## src/rtl/pipe_stage_reg_n_if.sv

```systemverilog
// rtl/pipe_stage_reg_n_if.sv - valid/ready payload handshake with halt flag for pipe_stage_reg_n
interface pipe_stage_reg_n_if #(
  parameter int DATA_W = 32
) ();
  logic              valid;
  logic              ready;
  logic [DATA_W-1:0] data;
  logic              halt;

  modport master (output valid, output data, output halt, input ready);
  modport slave  (input valid, input data, input halt, output ready);
endinterface

```

## src/rtl/pipe_stage_reg_n.sv

```systemverilog
// rtl/pipe_stage_reg_n.sv - elastic DEPTH-slice pipeline register, stall/flush, sticky halt (optional counters: PIPE_STAGE_PERF_EN)
module pipe_stage_reg_n #(
  parameter int DATA_W = 32,
  parameter int DEPTH  = 1,
  parameter int OCC_W  = $clog2(DEPTH + 1)
) (
  input  logic               CLK,
  input  logic               RST,
  input  logic               enable,
  input  logic               flush,
  pipe_stage_reg_n_if.slave  up,
  pipe_stage_reg_n_if.master dn,
  output logic               halted,
  output logic [OCC_W-1:0]   occupancy
`ifdef PIPE_STAGE_PERF_EN
  ,
  output logic [31:0]        stall_cnt,
  output logic [15:0]        flush_cnt,
  output logic [31:0]        xfer_cnt
`endif
);

  logic                         run;
  logic                         in_rdy;
  logic                         accept;
  logic [DEPTH-1:0]             v_q, v_n;
  logic [DEPTH-1:0]             h_q, h_n;
  logic [DEPTH-1:0]             mv;
  logic [DEPTH-1:0][DATA_W-1:0] d_q, d_n;
  logic [OCC_W-1:0]             occ_n;

  assign run    = enable & ~flush;
  assign in_rdy = run & ~halted & (~v_q[0] | mv[0]);
  assign accept = up.valid & in_rdy;

  assign up.ready = in_rdy;
  assign dn.valid = v_q[DEPTH-1];
  assign dn.data  = v_q[DEPTH-1] ? d_q[DEPTH-1] : '0;
  assign dn.halt  = v_q[DEPTH-1] & h_q[DEPTH-1];

  // Ready chain: a slice advances when the one ahead is empty or advancing too
  always_comb begin
    mv = '0;
    mv[DEPTH-1] = v_q[DEPTH-1] & dn.ready & run;
    for (int i = DEPTH - 2; i >= 0; i--) begin
      mv[i] = v_q[i] & (~v_q[i+1] | mv[i+1]) & run;
    end
  end

  // Next slice contents: flush squashes everything, otherwise shift along the move chain
  always_comb begin
    v_n = v_q;
    h_n = h_q;
    d_n = d_q;
    if (flush) begin
      v_n = '0;
      h_n = '0;
      d_n = '0;
    end else begin
      for (int i = 1; i < DEPTH; i++) begin
        if (mv[i-1]) begin
          v_n[i] = 1'b1;
          d_n[i] = d_q[i-1];
          h_n[i] = h_q[i-1];
        end else if (mv[i]) begin
          v_n[i] = 1'b0;
        end
      end
      if (accept) begin
        v_n[0] = 1'b1;
        d_n[0] = up.data;
        h_n[0] = up.halt;
      end else if (mv[0]) begin
        v_n[0] = 1'b0;
      end
    end
    occ_n = '0;
    for (int i = 0; i < DEPTH; i++) begin
      occ_n = occ_n + OCC_W'(v_n[i]);
    end
  end

  // Slice state and occupancy registered together so they never disagree
  always_ff @(posedge CLK) begin
    if (RST) begin
      v_q       <= '0;
      h_q       <= '0;
      d_q       <= '0;
      occupancy <= '0;
    end else begin
      v_q       <= v_n;
      h_q       <= h_n;
      d_q       <= d_n;
      occupancy <= occ_n;
    end
  end

  // Sticky halt once a halt payload is actually consumed downstream
  always_ff @(posedge CLK) begin
    if (RST) begin
      halted <= 1'b0;
    end else if (mv[DEPTH-1] && h_q[DEPTH-1]) begin
      halted <= 1'b1;
    end
  end

`ifdef PIPE_STAGE_PERF_EN
  // Saturating event counters
  always_ff @(posedge CLK) begin
    if (RST) begin
      stall_cnt <= '0;
      flush_cnt <= '0;
      xfer_cnt  <= '0;
    end else begin
      if (up.valid && !in_rdy && stall_cnt != '1) begin
        stall_cnt <= stall_cnt + 32'd1;
      end
      if (flush && occupancy != '0 && flush_cnt != '1) begin
        flush_cnt <= flush_cnt + 16'd1;
      end
      if (mv[DEPTH-1] && xfer_cnt != '1) begin
        xfer_cnt <= xfer_cnt + 32'd1;
      end
    end
  end
`endif

endmodule

```

## src/flat_wrapper.sv

```systemverilog
// flat-port wrapper written by rule: the top's interface ports become plain ports
module pipe_stage_reg_n_flat 
#(
  parameter int DATA_W = 32,
  parameter int DEPTH  = 1,
  parameter int OCC_W  = $clog2(DEPTH + 1)
)
  (CLK, RST, enable, flush, halted, occupancy, up_valid, up_data, up_halt, up_ready, dn_valid, dn_data, dn_halt, dn_ready);
  pipe_stage_reg_n_if #(.DATA_W(DATA_W)) up_i ();
  pipe_stage_reg_n_if #(.DATA_W(DATA_W)) dn_i ();
  input  logic CLK;
  input  logic RST;
  input  logic enable;
  input  logic flush;
  output logic halted;
  output logic [OCC_W-1:0] occupancy;
  input wire logic [$bits(up_i.valid)-1:0] up_valid;
  input wire logic [$bits(up_i.data)-1:0] up_data;
  input wire logic [$bits(up_i.halt)-1:0] up_halt;
  output wire logic [$bits(up_i.ready)-1:0] up_ready;
  output wire logic [$bits(dn_i.valid)-1:0] dn_valid;
  output wire logic [$bits(dn_i.data)-1:0] dn_data;
  output wire logic [$bits(dn_i.halt)-1:0] dn_halt;
  input wire logic [$bits(dn_i.ready)-1:0] dn_ready;
  assign up_i.valid = up_valid;
  assign up_i.data = up_data;
  assign up_i.halt = up_halt;
  assign up_ready = up_i.ready;
  assign dn_valid = dn_i.valid;
  assign dn_data = dn_i.data;
  assign dn_halt = dn_i.halt;
  assign dn_i.ready = dn_ready;
  pipe_stage_reg_n #(.DATA_W(DATA_W), .DEPTH(DEPTH), .OCC_W(OCC_W)) u_core (.CLK(CLK), .RST(RST), .enable(enable), .flush(flush), .up(up_i), .dn(dn_i), .halted(halted), .occupancy(occupancy));
endmodule
```

## config.mk

```make
export PLATFORM = sky130hd
export DESIGN_NAME = pipe_stage_reg_n_flat
export DESIGN_NICKNAME = d
export VERILOG_FILES = /design/src/rtl/pipe_stage_reg_n_if.sv /design/src/rtl/pipe_stage_reg_n.sv /design/src/flat_wrapper.sv
export SDC_FILE = /design/constraint.sdc
export NUM_CORES = 1
export LEC_CHECK = 0
export ABC_AREA = 1
export CORE_MARGIN = 1.5
export CORE_UTILIZATION = 47
export CTS_CLUSTER_SIZE = 40
export DETAILED_ROUTE_END_ITERATION = 8
export PLACE_DENSITY = 0.83
export SLEW_MARGIN = 20
export SYNTH_ARGS = -nofsm -noshare
export SYNTH_HDL_FRONTEND = slang
export SYNTH_SLANG_ARGS = --single-unit
```

## constraint.sdc

```tcl
create_clock -name CLK -period 2.84 [get_ports CLK]
set_input_delay 0.568 -clock CLK [delete_from_list [all_inputs] [get_ports CLK]]
set_output_delay 0.568 -clock CLK [all_outputs]
set_load 0.01 [all_outputs]
```

Word-level counts from Yosys, hierarchy flattened
Index checks and enable logic that the tools add are counted.
{"block": "classes", "mux": 3, "bitwise_logic": 11, "reduce_logical": 3}
{"op": "two-way mux 32 bit", "count": 1}
{"op": "AND 1 bit", "count": 7}
{"op": "NOT 1 bit", "count": 3}
{"op": "two-way mux 1 bit", "count": 2}
{"op": "nonzero test 2 bit", "count": 1}
{"op": "OR reduction 2 bit", "count": 1}
{"op": "logical AND 1 bit", "count": 1}
{"op": "bitwise OR 1 bit", "count": 1}
{"block": "totals", "reg_bits": 35, "in_bits": 39, "output_inout_bits": 37, "word_cells": 21}

Logic depth before layout (Yosys ltp)
{"block": "logic_depth", "depth_word": 7, "mapped_depth": 9, "mapped_depth_nobuf": 7}

Least setup slack after synthesis
Ideal clock, no wire load.
{"block": "synth_timing", "kind": "reg-to-output", "startpoint": "register, netlist name u_core.occupancy", "endpoint": "output port dn_data[16]", "arrival_ns": 0.975, "required_ns": 2.272, "slack_ns": 1.297, "stages_incl_launch_ff": 5, "path_buffers": 2, "path_cell_list": "dfxtp_1 > buf_4 > clkbuf_1 > nand2_1 > inv_1"}
{"element": "to (decl)", "line": "flat_wrapper.sv:22", "text": "output wire logic [$bits(dn_i.data)-1:0] dn_data;"}

Worst setup path in the final report
{"block": "layout_timing", "startpoint": "input port flush", "endpoint": "output port up_ready"}
{"block": "layout_via", "elab_chain_len": 5, "word_cells_on_any_way": 6, "cone_classes": "bitwise (6)"}
{"element": "from (decl)", "line": "flat_wrapper.sv:14", "text": "input logic flush;"}
{"element": "NOT 1 bit *", "line": "pipe_stage_reg_n.sv:32", "text": "assign run = enable & ~flush;"}
{"element": "AND 1 bit *", "line": "pipe_stage_reg_n.sv:32"}
{"element": "AND 1 bit", "line": "pipe_stage_reg_n.sv:44", "text": "mv[DEPTH-1] = v_q[DEPTH-1] & dn.ready & run;"}
{"element": "bitwise OR 1 bit", "line": "pipe_stage_reg_n.sv:33", "text": "assign in_rdy = run & ~halted & (~v_q[0] | mv[0]);"}
{"element": "AND 1 bit *", "line": "pipe_stage_reg_n.sv:33"}
{"element": "to (decl)", "line": "flat_wrapper.sv:20", "text": "output wire logic [$bits(up_i.ready)-1:0] up_ready;"}
Every way passes the cells marked *; elsewhere a longest branch is shown, timed or not.

==> out/results.tsv <==
stage	metric	value	unit
status	outcome	finished clean	
finish	fillers	352	
finish	ant diodes	0	
power	IR drop worst, VDD	0.272	mV
finish	fin area	0.00272	mm²
critical_path	Worst Path Required	2270	ps
floorplan	Die ar.	0.00447	mm²
floorplan	IO Pins	76	
cts	post-cts sizing count	0	
cts	Worst-path clk slew	60	ps
detailed_routing	Avg WL per Cell	11.0	µm
detailed_routing	DR iter-0 viols	116	
sta	setup TNS	0	ps
floorplan	Cell Rows	23	
detailed_routing	vias per cell	4.73	
sta	Worst-Margin Slew	631	ps
placed_design	placed wire-length estimate	3160	µm
finish	multi-input logic area	801	µm²
critical_path	CP max FO	3	
power	leakage power	0.00137	µW
finish	FF/Latch Area	701	µm²
detailed_routing	Initial DRT Pass Iterations	5	
flow_run	MaxCap Viol Count	0	
synth	share of the synthesized area in the top cell type	36.6	%
global_route	vias in the first global route	1763	
finish	Post-Route Utilization	68.5	%
global_route	first-pass GRT wire length	7560	µm
cts	Max Buffers Root-to-Sink	2	
placed_design	RePlAce Congestion	0.801	
finish	share of cells above drive strength 1	4.57	%
synth	FF+latch count, synth	35	
finish	Area Overhead vs Synth	41.9	%
cts	clock tree root driver cell	clkbuf_8	
synth	Synth area leaders	dfxtp_1, inv_1, nand2_1, nor2_1, nand4_1	
floorplan	Initial Utilization	48.2	%
cts	Skew-Pair Late Insertion Delay	280	ps
critical_path	critical path launch point type	input pin	
cts	Num CTS Buffers	5	
cts	CTS tree	built	
min_path	HP Class	reg -> reg	
detailed_routing	DR vias	1998	
sta	Hold Slack	481	ps
synth	post-synthesis sequential area ratio	36.6	%
detailed_routing	ANT nets after route	0	
sta	Hold Violations, Final	0	
min_path	hold path depth	2	
cts	TritonCTS Sinks	35	
sta	RSZ-0062 raised after global routing	no	
global_route	All-Layer GR Usage	22.2	%
sta	Final setup viols	0	
finish	Nets	412	
synth	Yosys cell types	16	
synth	Mapped Nets	345	
critical_path	crit path kind	in -> out	
power	P per Cell Area	363	mW/mm²
sta	maximum achievable frequency	389	MHz
detailed_routing	total routed wirelength	4660	µm
global_route	initial antenna violation count	0	
critical_path	worst r2r path cells	7	
cts	H-tree Lvls	2	
synth	Mapped Avg Cell Area	6.26	µm²
sta	Slew Limit Fails	0	
synth	largest area contributor in the netlist	dfxtp_1	
sta	post-layout min period	2570	ps
sta	Clock Skews	3.58	ps
critical_path	Crit. End Element	output pin	
cts	Hold-fix buffers, CTS	0	
floorplan	Die X	66.8	µm
sta	crit share post-route	90.4	%
detailed_routing	residual DRC count	0	
global_route	gr ovfl total	0	
synth	Yosys warnings	0	
floorplan	area of the core	0.00397	mm²
floorplan	die height	66.8	µm
synth	Synth Instances	306	
global_route	largest net degree at the start of global routing	35	
placed_design	number of port buffers	75	
sta	Rel. slew slack	57.8	%
synth	Synth Cell Area	0.00192	mm²
placed_design	placed cell area	0.00265	mm²
cts	Post-CTS Setup Inserts	0	
critical_path	crit path DAT	2000	ps
[path summary, 6_finish.rpt]
check | startpoint | end | slack [ps]
setup / recovery | flush | up_ready | 270
hold / removal | u_core.d_q[7] | u_core.d_q[7] | 480
setup reg to reg | u_core.occupancy | u_core.d_q[21] | 1080
hold reg to reg | u_core.d_q[7] | u_core.d_q[7] | 480
[metrics by stage]
stage | setup slack (ps) | std cells | total power [µW]
final | 272 | 422 | 987
after global routing | 212 | 422 | 1030
after CTS | 264 | 422 | 992
after detailed placement | 260 | 416 | 673
after global placement | 280 | 416 | 670
after floorplan | 1300 | 306 | 602
[power by group]
group	leakage, µW	internal, µW	switching (µW)
sequential	0.000283	502	6.38
combinational	0.00105	79.9	74.3
clock	0.0000371	163	162
total	0.00137	745	242
[state kept, by name, summed over array words and instances, names as in the netlist]
name and count:
u_core.h_q 1, u_core.occupancy 1, u_core.halted 1, u_core.d_q 32
[metal layers]
metal,up-vias,global-route usage (%),wire (µm)
li1,1033,-,-
met3,7,4.56,254
met5,-,0,0
met1,902,25.4,1940
met4,0,8.93,67
met2,56,39.9,2390
[layout make-up]
cell class,count,share of cell area [%]
Timing Repair Buffer,81,29.7
Multi-Input combinational cell,177,29.5
Sequential cell,35,25.8
Inverter,73,10.1
Clock buffer,6,2.67
Tap cell,50,2.30
[cell usage in the layout (no fill, tap or decap), drive strengths merged]
cell type / n
nor3: 1
buf: 6
nand2: 70
o21ai: 1
nand4: 33
nor2: 69
clkdlybuf4s50: 75
dfxtp: 35
clkbuf: 6
inv: 73
o211ai: 1
a21oi: 1
nand3: 1
[cell usage after synthesis, drive strengths merged]
cell    number
nor2        69
nand2       70
nand3        1
a21oi        1
clkbuf       4
inv         73
o211ai       1
nor3         1
buf         17
o21ai        1
dfxtp       35
nand4       33
[worst max-delay path, stage by stage]
cell and delay (ps):
clkdlybuf4s50_1 520, nor2_4 210, o211ai_4 110, inv_1 60, clkdlybuf4s50_1 530
[logic make-up (layout without fill, tap and decap cells)]
group | count (synthesis) | after routing | synth area share (%)
AO/OA/AOI/OAI | 3 | 3 | 1.63
buffers and inverters | 94 | 160 | 21.7
flip-flops | 35 | 35 | 36.6
AND/OR/NAND/NOR | 174 | 174 | 40.0
(Power assumes the default switching activity.)
